## src/rtl/seven_segment_receiver_if.sv

```systemverilog
// Bus bundle between a multiplexed two-digit seven-segment driver and its loopback receiver.
// The driver side owns enable/segments/digit/invert; the receiver side owns the decoded results.
interface seven_segment_receiver_if;
    // Handshake: valid, pattern_err and sync_err are single-cycle strobes with no ready and
    // no backpressure. ten_count/unit_count are only meaningful on, and held after, a valid strobe.
    logic       enable;
    logic [6:0] segments;
    logic       digit;
    logic       invert;

    logic [3:0] ten_count;
    logic [3:0] unit_count;
    logic       valid;
    logic       locked;
    logic       pattern_err;
    logic       sync_err;
    logic [1:0] rx_state;

    modport master (
        output enable, segments, digit, invert,
        input  ten_count, unit_count, valid, locked, pattern_err, sync_err, rx_state
    );

    modport slave (
        input  enable, segments, digit, invert,
        output ten_count, unit_count, valid, locked, pattern_err, sync_err, rx_state
    );
endinterface

```

## src/rtl/seven_segment_receiver.sv

```systemverilog
// Locks onto the tens/units alternation of a two-digit seven-segment bus, decodes each frame
// and republishes the BCD pair once it has been stable for STABLE_FRAMES consecutive frames.
module seven_segment_receiver #(
    parameter int STABLE_FRAMES = 2
) (
    input  logic                     clk,
    input  logic                     reset_n,
    seven_segment_receiver_if.slave  bus
);

    typedef enum logic [1:0] {
        IDLE     = 2'd0,
        SYNC     = 2'd1,
        CAP_UNIT = 2'd2,
        CAP_TEN  = 2'd3
    } state_t;

    localparam logic [3:0] STABLE_CNT = 4'(STABLE_FRAMES);

    state_t     state_q, state_d;
    logic       prev_digit_q;
    logic [3:0] tens_code_q, tens_code_d;
    logic       tens_legal_q, tens_legal_d;
    logic [3:0] match_cnt_q, match_cnt_d;
    logic [7:0] last_frame_q, last_frame_d;
    logic       first_frame_q, first_frame_d;
    logic [3:0] ten_count_q, ten_count_d;
    logic [3:0] unit_count_q, unit_count_d;
    logic       valid_q, valid_d;
    logic       pattern_err_q, pattern_err_d;
    logic       sync_err_q, sync_err_d;

    logic [6:0] pat;
    logic [3:0] dec_code;
    logic       dec_legal;
    logic [7:0] frame;

    assign pat = bus.segments ^ {7{bus.invert}};

    always_comb begin
        dec_legal = 1'b1;
        dec_code  = 4'h0;
        case (pat)
            7'b0111111: dec_code = 4'd0;
            7'b0000110: dec_code = 4'd1;
            7'b1011011: dec_code = 4'd2;
            7'b1001111: dec_code = 4'd3;
            7'b1100110: dec_code = 4'd4;
            7'b1101101: dec_code = 4'd5;
            7'b1111100: dec_code = 4'd6;
            7'b0000111: dec_code = 4'd7;
            7'b1111111: dec_code = 4'd8;
            7'b1100111: dec_code = 4'd9;
            7'b0000000: dec_code = 4'hF;
            default: begin
                dec_code  = 4'h0;
                dec_legal = 1'b0;
            end
        endcase
    end

    assign frame = {tens_code_q, dec_code};

    always_comb begin
        state_d       = state_q;
        tens_code_d   = tens_code_q;
        tens_legal_d  = tens_legal_q;
        match_cnt_d   = match_cnt_q;
        last_frame_d  = last_frame_q;
        first_frame_d = first_frame_q;
        ten_count_d   = ten_count_q;
        unit_count_d  = unit_count_q;
        valid_d       = 1'b0;
        pattern_err_d = 1'b0;
        sync_err_d    = 1'b0;

        if (!bus.enable) begin
            state_d       = IDLE;
            match_cnt_d   = 4'd0;
            last_frame_d  = 8'd0;
            first_frame_d = 1'b1;
        end else begin
            case (state_q)
                IDLE: state_d = SYNC;

                SYNC: begin
                    // Only a 0->1 transition on digit marks the start of a tens phase.
                    if (bus.digit && !prev_digit_q) begin
                        tens_code_d   = dec_code;
                        tens_legal_d  = dec_legal;
                        first_frame_d = 1'b1;
                        state_d       = CAP_UNIT;
                    end
                end

                CAP_UNIT: begin
                    if (bus.digit == prev_digit_q) begin
                        sync_err_d  = 1'b1;
                        match_cnt_d = 4'd0;
                        state_d     = SYNC;
                    end else begin
                        state_d = CAP_TEN;
                        if (!(tens_legal_q && dec_legal)) begin
                            pattern_err_d = 1'b1;
                            match_cnt_d   = 4'd0;
                        end else if (!first_frame_q && frame == last_frame_q) begin
                            // Saturated hold never republishes; only the crossing does.
                            if (match_cnt_q < STABLE_CNT) begin
                                match_cnt_d = match_cnt_q + 4'd1;
                                if (match_cnt_q + 4'd1 == STABLE_CNT) begin
                                    ten_count_d  = tens_code_q;
                                    unit_count_d = dec_code;
                                    valid_d      = 1'b1;
                                end
                            end
                        end else begin
                            match_cnt_d   = 4'd1;
                            last_frame_d  = frame;
                            first_frame_d = 1'b0;
                            if (STABLE_CNT == 4'd1) begin
                                ten_count_d  = tens_code_q;
                                unit_count_d = dec_code;
                                valid_d      = 1'b1;
                            end
                        end
                    end
                end

                CAP_TEN: begin
                    if (bus.digit == prev_digit_q) begin
                        sync_err_d  = 1'b1;
                        match_cnt_d = 4'd0;
                        state_d     = SYNC;
                    end else begin
                        tens_code_d  = dec_code;
                        tens_legal_d = dec_legal;
                        state_d      = CAP_UNIT;
                    end
                end

                default: state_d = IDLE;
            endcase
        end
    end

    always_ff @(posedge clk or negedge reset_n) begin
        if (!reset_n) begin
            state_q       <= IDLE;
            prev_digit_q  <= 1'b0;
            tens_code_q   <= 4'd0;
            tens_legal_q  <= 1'b0;
            match_cnt_q   <= 4'd0;
            last_frame_q  <= 8'd0;
            first_frame_q <= 1'b1;
            ten_count_q   <= 4'd0;
            unit_count_q  <= 4'd0;
            valid_q       <= 1'b0;
            pattern_err_q <= 1'b0;
            sync_err_q    <= 1'b0;
        end else begin
            state_q       <= state_d;
            prev_digit_q  <= bus.digit;
            tens_code_q   <= tens_code_d;
            tens_legal_q  <= tens_legal_d;
            match_cnt_q   <= match_cnt_d;
            last_frame_q  <= last_frame_d;
            first_frame_q <= first_frame_d;
            ten_count_q   <= ten_count_d;
            unit_count_q  <= unit_count_d;
            valid_q       <= valid_d;
            pattern_err_q <= pattern_err_d;
            sync_err_q    <= sync_err_d;
        end
    end

    assign bus.ten_count   = ten_count_q;
    assign bus.unit_count  = unit_count_q;
    assign bus.valid       = valid_q;
    assign bus.pattern_err = pattern_err_q;
    assign bus.sync_err    = sync_err_q;
    assign bus.locked      = (state_q == CAP_UNIT) || (state_q == CAP_TEN);
    assign bus.rx_state    = state_q;

endmodule

```

## src/flat_wrapper.sv

```systemverilog
// flat-port wrapper written by rule: the top's interface ports become plain ports
module seven_segment_receiver_flat 
#(
    parameter int STABLE_FRAMES = 2
)
  (clk, reset_n, bus_enable, bus_segments, bus_digit, bus_invert, bus_ten_count, bus_unit_count, bus_valid, bus_locked, bus_pattern_err, bus_sync_err, bus_rx_state);
  seven_segment_receiver_if bus_i ();
  input  logic clk;
  input  logic reset_n;
  input wire logic [$bits(bus_i.enable)-1:0] bus_enable;
  input wire logic [$bits(bus_i.segments)-1:0] bus_segments;
  input wire logic [$bits(bus_i.digit)-1:0] bus_digit;
  input wire logic [$bits(bus_i.invert)-1:0] bus_invert;
  output wire logic [$bits(bus_i.ten_count)-1:0] bus_ten_count;
  output wire logic [$bits(bus_i.unit_count)-1:0] bus_unit_count;
  output wire logic [$bits(bus_i.valid)-1:0] bus_valid;
  output wire logic [$bits(bus_i.locked)-1:0] bus_locked;
  output wire logic [$bits(bus_i.pattern_err)-1:0] bus_pattern_err;
  output wire logic [$bits(bus_i.sync_err)-1:0] bus_sync_err;
  output wire logic [$bits(bus_i.rx_state)-1:0] bus_rx_state;
  assign bus_i.enable = bus_enable;
  assign bus_i.segments = bus_segments;
  assign bus_i.digit = bus_digit;
  assign bus_i.invert = bus_invert;
  assign bus_ten_count = bus_i.ten_count;
  assign bus_unit_count = bus_i.unit_count;
  assign bus_valid = bus_i.valid;
  assign bus_locked = bus_i.locked;
  assign bus_pattern_err = bus_i.pattern_err;
  assign bus_sync_err = bus_i.sync_err;
  assign bus_rx_state = bus_i.rx_state;
  seven_segment_receiver #(.STABLE_FRAMES(STABLE_FRAMES)) u_core (.clk(clk), .reset_n(reset_n), .bus(bus_i));
endmodule
```

## config.mk

```make
export PLATFORM = sky130hd
export DESIGN_NAME = seven_segment_receiver_flat
export DESIGN_NICKNAME = d
export VERILOG_FILES = /design/src/rtl/seven_segment_receiver_if.sv /design/src/rtl/seven_segment_receiver.sv /design/src/flat_wrapper.sv
export SDC_FILE = /design/constraint.sdc
export NUM_CORES = 1
export LEC_CHECK = 0
export ABC_AREA = 1
export CORE_MARGIN = 3
export CORE_UTILIZATION = 42
export DETAILED_ROUTE_END_ITERATION = 8
export GPL_ROUTABILITY_DRIVEN = 0
export SLEW_MARGIN = 20
export SYNTH_ARGS = -nofsm -noshare
export SYNTH_HDL_FRONTEND = slang
export SYNTH_SLANG_ARGS = --single-unit
```

## constraint.sdc

```tcl
create_clock -name clk -period 2.7 [get_ports clk]
set_input_delay 0.27 -clock clk [delete_from_list [all_inputs] [get_ports clk]]
set_output_delay 0.27 -clock clk [all_outputs]
set_load 0.05 [all_outputs]
```

==> summary.txt <==
Global routing
  • First-pass GRT wire length: ~8 mm
  • Gr ovfl total: 0
  • Number of global-route vias before repair: around 1700
  • Largest net degree at the start of global routing: 33
  • Tot GR Track Use: 0.1606
  • Initial antenna violation count: 0

Flow run
  • MaxCap Viol Count: 0

Pwr
  • Total net switching power: 0.0003266 W
  • Power share of the clock group: 0.389
  • Leakage Power: 1.346 nW
  • Pint: 0.0008388 W
  • Part of the power in registers: 0.430
  • Combinational power share: 0.181
  • Max rail drop VDD: roughly 0.0003 V
  • Sw frac: 0.2803
  • PwrDens: roughly 440 nW/um^2

Die
  • Io pins: 26
  • Initial Util: 0.4492
  • Die H: roughly 78 um
  • Rows: 25
  • Die Footprint: just over 6000 um^2
  • Die width: 78.25 um
  • Core area: between 4000 and 5000 um^2

Logic synthesis
  • Yosys Warn Count: 0
  • Syn_nets: 319
  • Top-area cell type share of the netlist area: 0.3539
  • Post-Syn Area: between 2000 and 2500 um^2
  • Synth Area per Inst: just over 7 um^2
  • Post-synthesis sequential area ratio: 0.3659
  • Count of different cell masters after synthesis: 33
  • Cells after Synth: 304
  • Synthesis-stage register bit count: 32
  • Synth area leader: dfrtp_1
  • Synth area leaders: dfrtp_1, nand2_1, nand2_2

Cells and area
  • Fillers: 511
  • Combined area of the multi-input logic cells: roughly 1200 um^2
  • Post-layout util: 0.5413
  • Syn-to-layout area delta: 20.49%
  • FF/Latch Area: ~800 um^2
  • Layout cells sized above 1: 0.2160
  • Final net count: around 350
  • Most frequent cells in the layout: nand2_1, nor2_1, dfrtp_1
  • Commonest non-fill, non-tap cell in the layout: nand2_1
  • Antenna cells: 0

Clocking
  • CTS H-Tree Depth: 2
  • Clk root buf: clkbuf_8
  • CTS tree: yes
  • CTS resizes: 0
  • Clk_lat worst skew: roughly 0.28 ns
  • Clk sinks: 32
  • Hold_buf cts: 0
  • Maximum clock insertion buffer count: 2
  • Clock slew seen by the registers of the worst setup and hold paths: around 0.070 ns
  • Total CTS buffers: 5
  • Postcts setup bufs: 0

STA
  • Final Max Slew Viols: 0
  • Final Hold Fails: 0
  • Worst-Margin Slew: ~0.5 ns
  • Final setup violation count: 0
  • Skew final: 0.005834 ns
  • Fin crit period: approximately 2.4 ns
  • Peak Freq: approximately 420 MHz
  • Setup TNS: 0 ns
  • Rel. slew slack: 0.6649
  • Period Utilization, post-route: 0.8868
  • RSZ-0062 raised after global routing: false

Setup path
  • Max FO, Critical Path: 11
  • Worst Path Required: about 2.9 ns
  • Critical-path top delay cell: clkdlybuf4s50_1
  • CP Launch Type: input port
  • Crit end category: flip-flop
  • CP Cell Sequence: clkdlybuf4s50_1 -> buf_4 -> nand2_1 -> nand2_1 -> nand2_1 -> nor2_4 -> nand2_2 -> nand2_2 -> nor2_1 -> nand3_2 -> nand2_2 -> nor3_1 -> nand2_2 -> buf_12 -> nand2_1 -> o21ai_2
  • Worst EP arrival: between 2 and 3 ns
  • Largest stage delay, worst path: around 0.52 ns
  • Setup CP Type: in -> reg

Detailed routing
  • Vias per cell: ~4.7
  • Vias: around 1900
  • DRC: 0
  • Drt total wl: about 4.5 mm
  • WL/cell: between 10 and 15 um
  • Initial DRC count: between 90 and 100
  • Antenna viol nets, final: 0
  • Drt first pass iters: 4

Min path
  • Hold Crit Class: in -> async

Placed design
  • IO buf count: 25
  • DP HPWL: approximately 3.5 mm

Status
  • Outcome: completed
==> synth_stat cells <==
library cell / count
a21oi_1: 3
buf_12: 1
buf_4: 1
buf_6: 2
clkbuf_1: 2
dfrtp_1: 31
dfstp_2: 1
ha_1: 3
inv_1: 30
inv_2: 3
nand2_1: 111
nand2_2: 21
nand2_4: 4
nand3_1: 9
nand3_2: 4
nand4_1: 2
nor2_1: 31
nor2_2: 5
nor2_4: 4
nor3_1: 3
nor4_1: 1
o211ai_1: 1
o21a_1: 1
o21ai_0: 6
o21ai_1: 1
o21ai_2: 13
o21bai_1: 2
o22ai_1: 2
o31ai_4: 1
or2_2: 2
or3b_2: 1
xnor2_1: 1
xor2_1: 1
==> worst paths after layout <==
kind                                                        end  slack [ns]                                 start  cells after the start
min                          u_core.last_frame_q[1]$_DFFE_PN0P_        0.38                               reset_n                      2
min reg2reg                u_core.bus.unit_count[0]$_DFFE_PN0P_        0.48  u_core.bus.unit_count[0]$_DFFE_PN0P_                      2
min in group clk                  u_core.prev_digit_q$_DFF_PN0_        0.47                             bus_digit                      1
max in group asynchronous      u_core.first_frame_q$_DFFE_PN1P_        1.98                               reset_n                      2
max reg2reg                 u_core.bus.ten_count[3]$_DFFE_PN0P_        0.57    u_core.bus.rx_state[1]$_DFFE_PN0N_                     11
max                         u_core.bus.ten_count[3]$_DFFE_PN0P_        0.31                            bus_invert                     16
==> power groups by stage <==
stage	clock (W)	sequential [W]	combinational, W
3_5_place_dp	0	0.000510	0.000213
4_1_cts	0.000465	0.000501	0.000214
3_3_place_gp	0	0.000510	0.000212
5_1_grt	0.000488	0.000503	0.000237
6_report	0.000453	0.000501	0.000211
2_1_floorplan	0	0.000518	0.000146
==> sequential cells by signal, indices dropped and copies added (netlist names) <==
register / cells
u_core.last_frame_q: 8
u_core.bus.ten_count: 4
u_core.bus.unit_count: 4
u_core.match_cnt_q: 4
u_core.tens_code_q: 4
u_core.bus.rx_state: 2
u_core.bus.pattern_err: 1
u_core.bus.sync_err: 1
u_core.bus.valid: 1
u_core.first_frame_q: 1
u_core.prev_digit_q: 1
u_core.tens_legal_q: 1
==> logic make-up after synthesis <==
logic type | Yosys count | synth area share
AND/OR/NAND/NOR | 198 | 0.4224
AO/OA/AOI/OAI | 30 | 0.1039
buffers and inverters | 39 | 0.08277
adder cells (fa/ha/maj) | 3 | 0.01713
flip-flops | 32 | 0.3659
XOR/XNOR | 2 | 0.007992
==> worst max-delay path: cells and delay by family <==
family	cells	cell delay, ns
AO/OA/AOI/OAI	1	0.05
AND/OR/NAND/NOR	12	1.38
buffers and inverters	3	0.87
==> per-layer routing <==
| layer | global-route usage | wire length [um] | vias to the layer above |
|---|---|---|---|
| met3 | 0.03670 | 206 | 9 |
| met2 | 0.2551 | 1961 | 41 |
| li1 | - | - | 1011 |
| met4 | 0.05070 | 73 | 0 |
| met1 | 0.2171 | 2213 | 830 |
| met5 | 0 | 0 | - |
==> through the flow <==
stage               setup slack [ns]  instance area (um^2)  hold slack (ns)  total power [W]  std cells
finish                        0.3056                  2641           0.3843         0.001165        405
global placement             0.05774                  2534           0.4675        0.0007219        397
CTS                           0.3222                  2641           0.4017         0.001180        405
floorplan                     0.4598                  2192         -0.02559        0.0006638        304
global route                  0.1297                  2641           0.4356         0.001227        405
detailed placement           0.02530                  2534           0.4675        0.0007231        397
==> layout make-up <==
cell class,instances,area share
repair buffers,32,0.1194
clock buffers,6,0.02748
multi-input cells,233,0.4576
well taps,67,0.03174
flip-flops and latches,32,0.3036
inverters,33,0.04690
clock inverters,2,0.01326
Power figures use the tool's default switching activity.
